===== src/rtl/inst_buffer_ctrl_pkg.sv =====
`default_nettype none
// ============================================================================
// Module      : inst_buffer_ctrl_pkg
// Description : Shared widths and entry type for the instruction buffer.
// Revision    : 1.0 - initial release
// ============================================================================
package inst_buffer_ctrl_pkg;

    localparam int c_FETCH_W = 4;
    localparam int c_DISP_W  = 2;
    localparam int c_EW      = 32;

    typedef logic [c_EW-1:0] entry_t;

    function automatic logic [2:0] min3(input logic [2:0] a, input logic [2:0] b);
        return (a < b) ? a : b;
    endfunction

endpackage
`default_nettype wire


===== src/rtl/ibuf_ram.sv =====
`default_nettype none
// ============================================================================
// Module      : ibuf_ram
// Description : DEPTH x EW entry storage, 4 write ports, 2 async read ports.
// Revision    : 1.0 - initial release
// ============================================================================
module ibuf_ram
    import inst_buffer_ctrl_pkg::*;
#(
    parameter int DEPTH = 8,
    parameter int EW    = c_EW
) (
    input  logic                                 clk,
    input  logic [c_FETCH_W-1:0]                 i_we,
    input  logic [c_FETCH_W*$clog2(DEPTH)-1:0]   i_waddr,
    input  logic [c_FETCH_W*EW-1:0]              i_wdata,
    input  logic [$clog2(DEPTH)-1:0]             i_raddr0,
    input  logic [$clog2(DEPTH)-1:0]             i_raddr1,
    output logic [EW-1:0]                        o_rdata0,
    output logic [EW-1:0]                        o_rdata1
);

    localparam int c_AW = $clog2(DEPTH);

    logic [EW-1:0] r_mem_q [DEPTH];

    // Write addresses are always distinct, so port order never matters.
    always_ff @(posedge clk) begin
        for (int i = 0; i < c_FETCH_W; i++) begin
            if (i_we[i]) begin
                r_mem_q[i_waddr[i*c_AW +: c_AW]] <= i_wdata[i*EW +: EW];
            end
        end
    end

    assign o_rdata0 = r_mem_q[i_raddr0];
    assign o_rdata1 = r_mem_q[i_raddr1];

endmodule
`default_nettype wire


===== src/rtl/inst_buffer_ctrl.sv =====
`default_nettype none
// ============================================================================
// Module      : inst_buffer_ctrl
// Description : 4-in / 2-out circular instruction buffer with flush and
//               sticky overflow/underflow flags.
// Revision    : 1.0 - initial release
// ============================================================================
module inst_buffer_ctrl
    import inst_buffer_ctrl_pkg::*;
#(
    parameter int DEPTH = 8,
    parameter int EW    = c_EW
) (
    input  logic                      clk,
    input  logic                      rst,
    input  logic [2:0]                push_count,
    input  logic [c_FETCH_W*EW-1:0]   push_data_flat,
    output logic [2:0]                num_fetch,
    output logic [c_DISP_W-1:0]       disp_valid,
    output logic [c_DISP_W*EW-1:0]    disp_data_flat,
    input  logic [1:0]                disp_accept,
    input  logic                      flush,
    output logic                      overflow_err,
    output logic                      underflow_err
);

    localparam int c_AW = $clog2(DEPTH);
    localparam int c_CW = c_AW + 1;

    logic [c_AW-1:0] r_head_q, w_head_d;
    logic [c_AW-1:0] r_tail_q, w_tail_d;
    logic [c_CW-1:0] r_count_q, w_count_d;
    logic            r_ovf_q, w_ovf_d;
    logic            r_unf_q, w_unf_d;

    logic [c_CW-1:0] w_free;
    logic [2:0]      w_num_fetch;
    logic [2:0]      w_pushes;
    logic [1:0]      w_accept;
    logic [1:0]      w_pops;

    logic [c_FETCH_W-1:0]        w_we;
    logic [c_FETCH_W*c_AW-1:0]   w_waddr;
    logic [c_FETCH_W*EW-1:0]     w_wdata;
    logic [EW-1:0]               w_rdata0;
    logic [EW-1:0]               w_rdata1;

    always_comb begin
        w_free      = c_CW'(DEPTH) - r_count_q;
        w_num_fetch = (w_free >= c_CW'(c_FETCH_W)) ? 3'(c_FETCH_W) : w_free[2:0];
        w_pushes    = min3(push_count, w_num_fetch);
        w_accept    = (disp_accept == 2'd3) ? 2'd2 : disp_accept;

        if (r_count_q >= c_CW'(2)) begin
            w_pops = w_accept;
        end else if (r_count_q == c_CW'(1)) begin
            w_pops = (w_accept != 2'd0) ? 2'd1 : 2'd0;
        end else begin
            w_pops = 2'd0;
        end

        // Error flags latch even on a flush cycle; only rst clears them.
        w_ovf_d = r_ovf_q | (push_count > w_num_fetch);
        w_unf_d = r_unf_q | (disp_accept == 2'd3) | (c_CW'(disp_accept) > r_count_q);

        if (flush) begin
            w_head_d  = '0;
            w_tail_d  = '0;
            w_count_d = '0;
        end else begin
            w_head_d  = r_head_q + c_AW'(w_pops);
            w_tail_d  = r_tail_q + c_AW'(w_pushes);
            w_count_d = r_count_q + c_CW'(w_pushes) - c_CW'(w_pops);
        end
    end

    always_ff @(posedge clk) begin
        if (rst) begin
            r_head_q  <= '0;
            r_tail_q  <= '0;
            r_count_q <= '0;
            r_ovf_q   <= 1'b0;
            r_unf_q   <= 1'b0;
        end else begin
            r_head_q  <= w_head_d;
            r_tail_q  <= w_tail_d;
            r_count_q <= w_count_d;
            r_ovf_q   <= w_ovf_d;
            r_unf_q   <= w_unf_d;
        end
    end

    // Fetch slot 0 sits in the top EW bits of push_data_flat.
    for (genvar i = 0; i < c_FETCH_W; i++) begin : g_wr
        assign w_we[i]                   = !rst && !flush && (3'(i) < w_pushes);
        assign w_waddr[i*c_AW +: c_AW]   = r_tail_q + c_AW'(i);
        assign w_wdata[i*EW +: EW]       = push_data_flat[(c_FETCH_W-1-i)*EW +: EW];
    end

    ibuf_ram #(
        .DEPTH (DEPTH),
        .EW    (EW)
    ) u_ram (
        .clk      (clk),
        .i_we     (w_we),
        .i_waddr  (w_waddr),
        .i_wdata  (w_wdata),
        .i_raddr0 (r_head_q),
        .i_raddr1 (r_head_q + c_AW'(1)),
        .o_rdata0 (w_rdata0),
        .o_rdata1 (w_rdata1)
    );

    assign num_fetch      = w_num_fetch;
    assign disp_valid     = {r_count_q >= c_CW'(2), r_count_q != '0};
    assign disp_data_flat = {disp_valid[0] ? w_rdata0 : {EW{1'b0}},
                             disp_valid[1] ? w_rdata1 : {EW{1'b0}}};
    assign overflow_err   = r_ovf_q;
    assign underflow_err  = r_unf_q;

endmodule
`default_nettype wire


===== config.mk =====
export PLATFORM = sky130hd
export DESIGN_NAME = inst_buffer_ctrl
export DESIGN_NICKNAME = d
export VERILOG_FILES = /design/src/rtl/inst_buffer_ctrl_pkg.sv /design/src/rtl/ibuf_ram.sv /design/src/rtl/inst_buffer_ctrl.sv
export SDC_FILE = /design/constraint.sdc
export NUM_CORES = 1
export LEC_CHECK = 0
export CORE_ASPECT_RATIO = 1.25
export CORE_MARGIN = 8
export CORE_UTILIZATION = 65
export CTS_BUF_LIST = sky130_fd_sc_hd__clkbuf_4
export DETAILED_ROUTE_END_ITERATION = 16
export HOLD_SLACK_MARGIN = 0.05
export PLACE_DENSITY = 0.89
export SYNTH_ARGS = -nofsm -noshare
export SYNTH_HDL_FRONTEND = slang
export SYNTH_HIERARCHICAL = 1
export SYNTH_SLANG_ARGS = --single-unit

===== constraint.sdc =====
create_clock -name clk -period 14.5 [get_ports clk]
set_clock_uncertainty 0.05 [all_clocks]
set_input_delay 2.175 -clock clk [delete_from_list [all_inputs] [get_ports clk]]
set_output_delay 2.175 -clock clk [all_outputs]
set_load 0.01 [all_outputs]

==> results.md <==
Yosys:
- The sequential area share after synthesis is 0.371.
- The distinct cell type count after synthesis is 48.
- The predominant post-synthesis flop cell is sky130_fd_sc_hd__edfxtp_1.
- The share of synthesized registers carrying an async set or reset is 0.
- The synthesized design contains 268 register bits.
- The synthesized design contains roughly 260 enable-type register cells.
- Counting every instance in the synthesized netlist gives a little over 2000.
- The mean post-synth cell area is 10.5 um^2.
- The number of synthesis warnings is 6.
- The area of the mapped netlist is 0.0214 mm^2.
- The net count after synthesis is around 2200.

Floorplanning:
- In this run the vertical extent of the chip is about 220 um.
- The placeable core region is 0.0326 mm^2.
- The overall die width is between 150 and 200 um.
- The number of core rows is between 70 and 80.
- The starting utilization of the core area is 0.656.
- The floorplan step defined a die boundary enclosing ~0.039 mm^2.
- about 210 I/O pins were placed.

STA:
- Setup violations remaining at the end of the flow were counted as 0.
- The final setup TNS is 0 ns.
- Setup repair after global routing left no endpoint under its margin.
- The time the worst path needs with I/O delays and setup is just under 7 ns.
- The number of hold violations in the final report is 0.
- For this run, the top clock speed supported by timing is between 100 and 150 MHz.
- The post-route fraction of the period consumed by the critical path is 0.467.
- The worst slew margin relative to its limit is 0.0943.
- The number of pins with negative max-slew slack in the final report was 0.
- For the pin with the worst max-slew slack, the measured transition is around 1.4 ns.

Pwr:
- The worst-case IR drop observed on VDD is about 0.00008 V.
- For this design the ratio of total power to cell area is 140 mW/mm^2.
- The analysis attributes to cell leakage a power of between 0.008 and 0.009 uW.

Status:
- The run finished with clean final reports.

Critical path:
- The worst setup path is launched from a flip-flop.
- The worst setup path is captured at a primary output.
- Of all nets on the critical path, the largest fanout is 45.
- The signal arrival time at the worst endpoint is between 4 and 5 ns.
- The data required time at the worst endpoint is about 12 ns.
- The type of the setup path with the least slack is reg2out.

Global route:
- The number of global-route vias before repair came to about 21000.
- The total routing usage reported by global routing is 0.402.
- For this run the aggregate overflow at the end of global routing stands at 0.
- The pin count of the biggest net entering global routing is 46.
- The first global-routing pass estimated around 120 mm of wire.
- The initial antenna violation count came to 3.

Clocking:
- The cell sitting at the root of the clock tree is a sky130_fd_sc_hd__clkbuf_4.
- The buffers inserted during post-CTS setup optimization is 0.
- The number of sinks handled by clock tree synthesis is between 200 and 300.
- For the worst-skew pair, the clock arrives at the later sink with an insertion delay of about 0.67 ns.
- The clock tree synthesis step divided the H-tree into 3 levels.
- Buffers inserted during clock tree synthesis total 68.
- The hold-fix buffer count after cts is 0.
- After clock tree synthesis, the clock-pin slew on the worst setup and hold paths is 0.07 ns.
- TritonCTS built the clock tree.
- After clock tree synthesis, the repair step resized 0 gates.
- Counting along the longest clock path gives a buffer depth of 3.

Detailed routing:
- The detailed-router iteration count before antenna repair is 10.
- Wires add up to between 70 and 80 mm.
- After detailed routing, the number of remaining DRC violations is 0.
- For this block, the initial DRC count from the detailed router was between 3000 and 4000.
- The count of vias placed by the detailed router is ~20000.
- Dividing the detail-routed via count by the number of cells gives between 7 and 8.
- After detailed routing, the average wire length per cell comes to 31.6 um.
- The post-detailed-route count of antenna-violating nets is 0.

Worst hold path:
- The path class of the tightest hold or removal check is reg2reg.

Placed design:
- The placer's final routability congestion estimate is just under 1.
- After legalization and detailed placement, the total HPWL measured approximately 47 mm.
- Input and output buffers added on the ports amount to approximately 200.
- After detailed placement, the total cell area comes to between 0.02 and 0.025 mm^2.

Final layout:
- In the final design database the tool counted between 2000 and 2500 nets.
- The finished cells cover ~0.024 mm^2.
- The number of filler instances in the final layout is ~2100.
- Summing all multi-input logic gate instances after layout gives about 0.012 mm^2.
- Registers take 0.00793 mm^2.
- The area growth from synthesis to layout is 12.4%.
- Of the cells placed in the final design, the portion with a size suffix greater than 1 is 0.195.

Job:
- The number of violations of the max-capacitance limit is 0.
## layout make-up
cell class,count,area share
diodes,1,0.000104
clock buffers,92,0.0287
clock inverters,20,0.00656
inverters,22,0.00354
multi-input cells,1416,0.506
flip-flops and latches,268,0.330
well taps,418,0.0217
repair buffers,261,0.103
## cells by family (layout without fill, tap and decap cells)
kind of cell	Yosys count	in the layout	synth area share
AOI/OAI and AO/OA	276	276	0.103
xor gates and xnor gates	10	10	0.00409
adders and majority gates	23	23	0.0149
buffers and inverters	351	395	0.0668
DFF	268	268	0.371
muxes	450	450	0.289
other	0	1	0
and+or+nand+nor	657	657	0.151
## sequential cells by signal, summed over array words and instances (netlist names)
signal and flops:
u_ram/r_mem_q 256, r_count_q 4, r_head_q 3, r_tail_q 3, overflow_err 1, underflow_err 1
## layout by cell type (no fill, tap or decap), types with 6 or more instances in the layout
cell type                         netlist  layout
sky130_fd_sc_hd__nor2_1               266     266
sky130_fd_sc_hd__mux2i_1              256     256
sky130_fd_sc_hd__nor3_1               256     256
sky130_fd_sc_hd__edfxtp_1             256     256
sky130_fd_sc_hd__a211oi_1             228     228
sky130_fd_sc_hd__clkdlybuf4s50_1        0     206
sky130_fd_sc_hd__mux4_2               128     128
sky130_fd_sc_hd__clkbuf_4               0      92
sky130_fd_sc_hd__mux2_2                66      66
sky130_fd_sc_hd__buf_4                  0      55
sky130_fd_sc_hd__and2_1                46      46
sky130_fd_sc_hd__nor2b_1               36      36
sky130_fd_sc_hd__a211oi_2              29      29
sky130_fd_sc_hd__inv_1                 22      21
sky130_fd_sc_hd__ha_1                  19      18
sky130_fd_sc_hd__clkinv_1               0      13
sky130_fd_sc_hd__dfxtp_1               12       9
sky130_fd_sc_hd__nand4b_1               9       9
sky130_fd_sc_hd__a21oi_1                8       8
sky130_fd_sc_hd__xnor2_1                6       6
## stage by stage
| step | cells | hold slack [ns] | power (uW) | util | setup WS (ns) |
|---|---|---|---|---|---|
| after global placement | 2385 | 0.387 | 2610 | 0.712 | 8.20 |
| after detailed placement | 2385 | 0.393 | 2650 | 0.712 | 8.05 |
| after global routing | 2498 | 0.435 | 3480 | 0.738 | 7.58 |
| after floorplan | 2035 | 0.413 | 2050 | - | 8.81 |
| after CTS | 2497 | 0.401 | 3310 | 0.738 | 7.81 |
| final | 2498 | 0.401 | 3370 | 0.738 | 7.73 |
## cell usage after synthesis (3+ instances only)
| library cell | count | share of area |
|---|---|---|
| sky130_fd_sc_hd__nand4_1 | 4 | 0.0012 |
| sky130_fd_sc_hd__xnor2_1 | 6 | 0.0025 |
| sky130_fd_sc_hd__xor2_1 | 4 | 0.0016 |
| sky130_fd_sc_hd__and4b_1 | 3 | 0.0014 |
| sky130_fd_sc_hd__nor4bb_1 | 4 | 0.0019 |
| sky130_fd_sc_hd__edfxtp_1 | 256 | 0.36 |
| sky130_fd_sc_hd__mux4_2 | 128 | 0.13 |
| sky130_fd_sc_hd__buf_2 | 66 | 0.015 |
| sky130_fd_sc_hd__fa_1 | 4 | 0.0037 |
| sky130_fd_sc_hd__and2_1 | 46 | 0.013 |
| sky130_fd_sc_hd__a211oi_2 | 29 | 0.017 |
| sky130_fd_sc_hd__clkbuf_1 | 178 | 0.031 |
| sky130_fd_sc_hd__nand3_1 | 7 | 0.0016 |
| sky130_fd_sc_hd__buf_6 | 4 | 0.0021 |
| sky130_fd_sc_hd__nand2_1 | 5 | 0.00088 |
| sky130_fd_sc_hd__a21oi_1 | 8 | 0.0019 |
| sky130_fd_sc_hd__dfxtp_1 | 12 | 0.011 |
| sky130_fd_sc_hd__nor2_1 | 266 | 0.047 |
| sky130_fd_sc_hd__ha_1 | 19 | 0.011 |
| sky130_fd_sc_hd__nor2b_1 | 36 | 0.011 |
| sky130_fd_sc_hd__a211oi_1 | 228 | 0.080 |
| sky130_fd_sc_hd__inv_1 | 22 | 0.0039 |
| sky130_fd_sc_hd__nand4b_1 | 9 | 0.0037 |
| sky130_fd_sc_hd__mux2i_1 | 256 | 0.12 |
| sky130_fd_sc_hd__buf_1 | 81 | 0.014 |
| sky130_fd_sc_hd__nor3_1 | 256 | 0.060 |
| sky130_fd_sc_hd__mux2_2 | 66 | 0.035 |
| sky130_fd_sc_hd__nand4bb_1 | 6 | 0.0032 |
## worst max-delay path, cell delays in order (launching register included)
cell and delay, ns:
sky130_fd_sc_hd__dfxtp_4 0.87, sky130_fd_sc_hd__ha_2 0.75, sky130_fd_sc_hd__buf_4 0.80, sky130_fd_sc_hd__mux4_2 0.46, sky130_fd_sc_hd__mux2_2 0.33, sky130_fd_sc_hd__and2_1 0.14
sky130_fd_sc_hd__clkdlybuf4s50_1 0.47
## path summary, 6_finish.rpt
check                           slack [ns]          from                   end  cells after the start
worst min-delay path                  0.40  overflow_err          overflow_err                      2
worst max register to register        8.95  r_count_q[1]  u_ram/r_mem_q[4][14]                     17
worst max-delay path                  7.73   r_head_q[0]    disp_data_flat[30]                      6
worst min register to register        0.40  overflow_err          overflow_err                      2
## power breakdown
part	switching (uW)	internal, uW
Combinational	830	757
Sequential	87.6	1020
Clock	321	346
## routing by layer
metal | routed length (um) | up-vias | global-route usage
li1 | - | 7727 | -
met1 | 23000 | 9069 | 0.450
met2 | 35400 | 2325 | 0.622
met3 | 13300 | 808 | 0.143
met4 | 7370 | 4 | 0.306
met5 | 23 | - | 0
No activity file was read; power rests on OpenSTA's default activity.
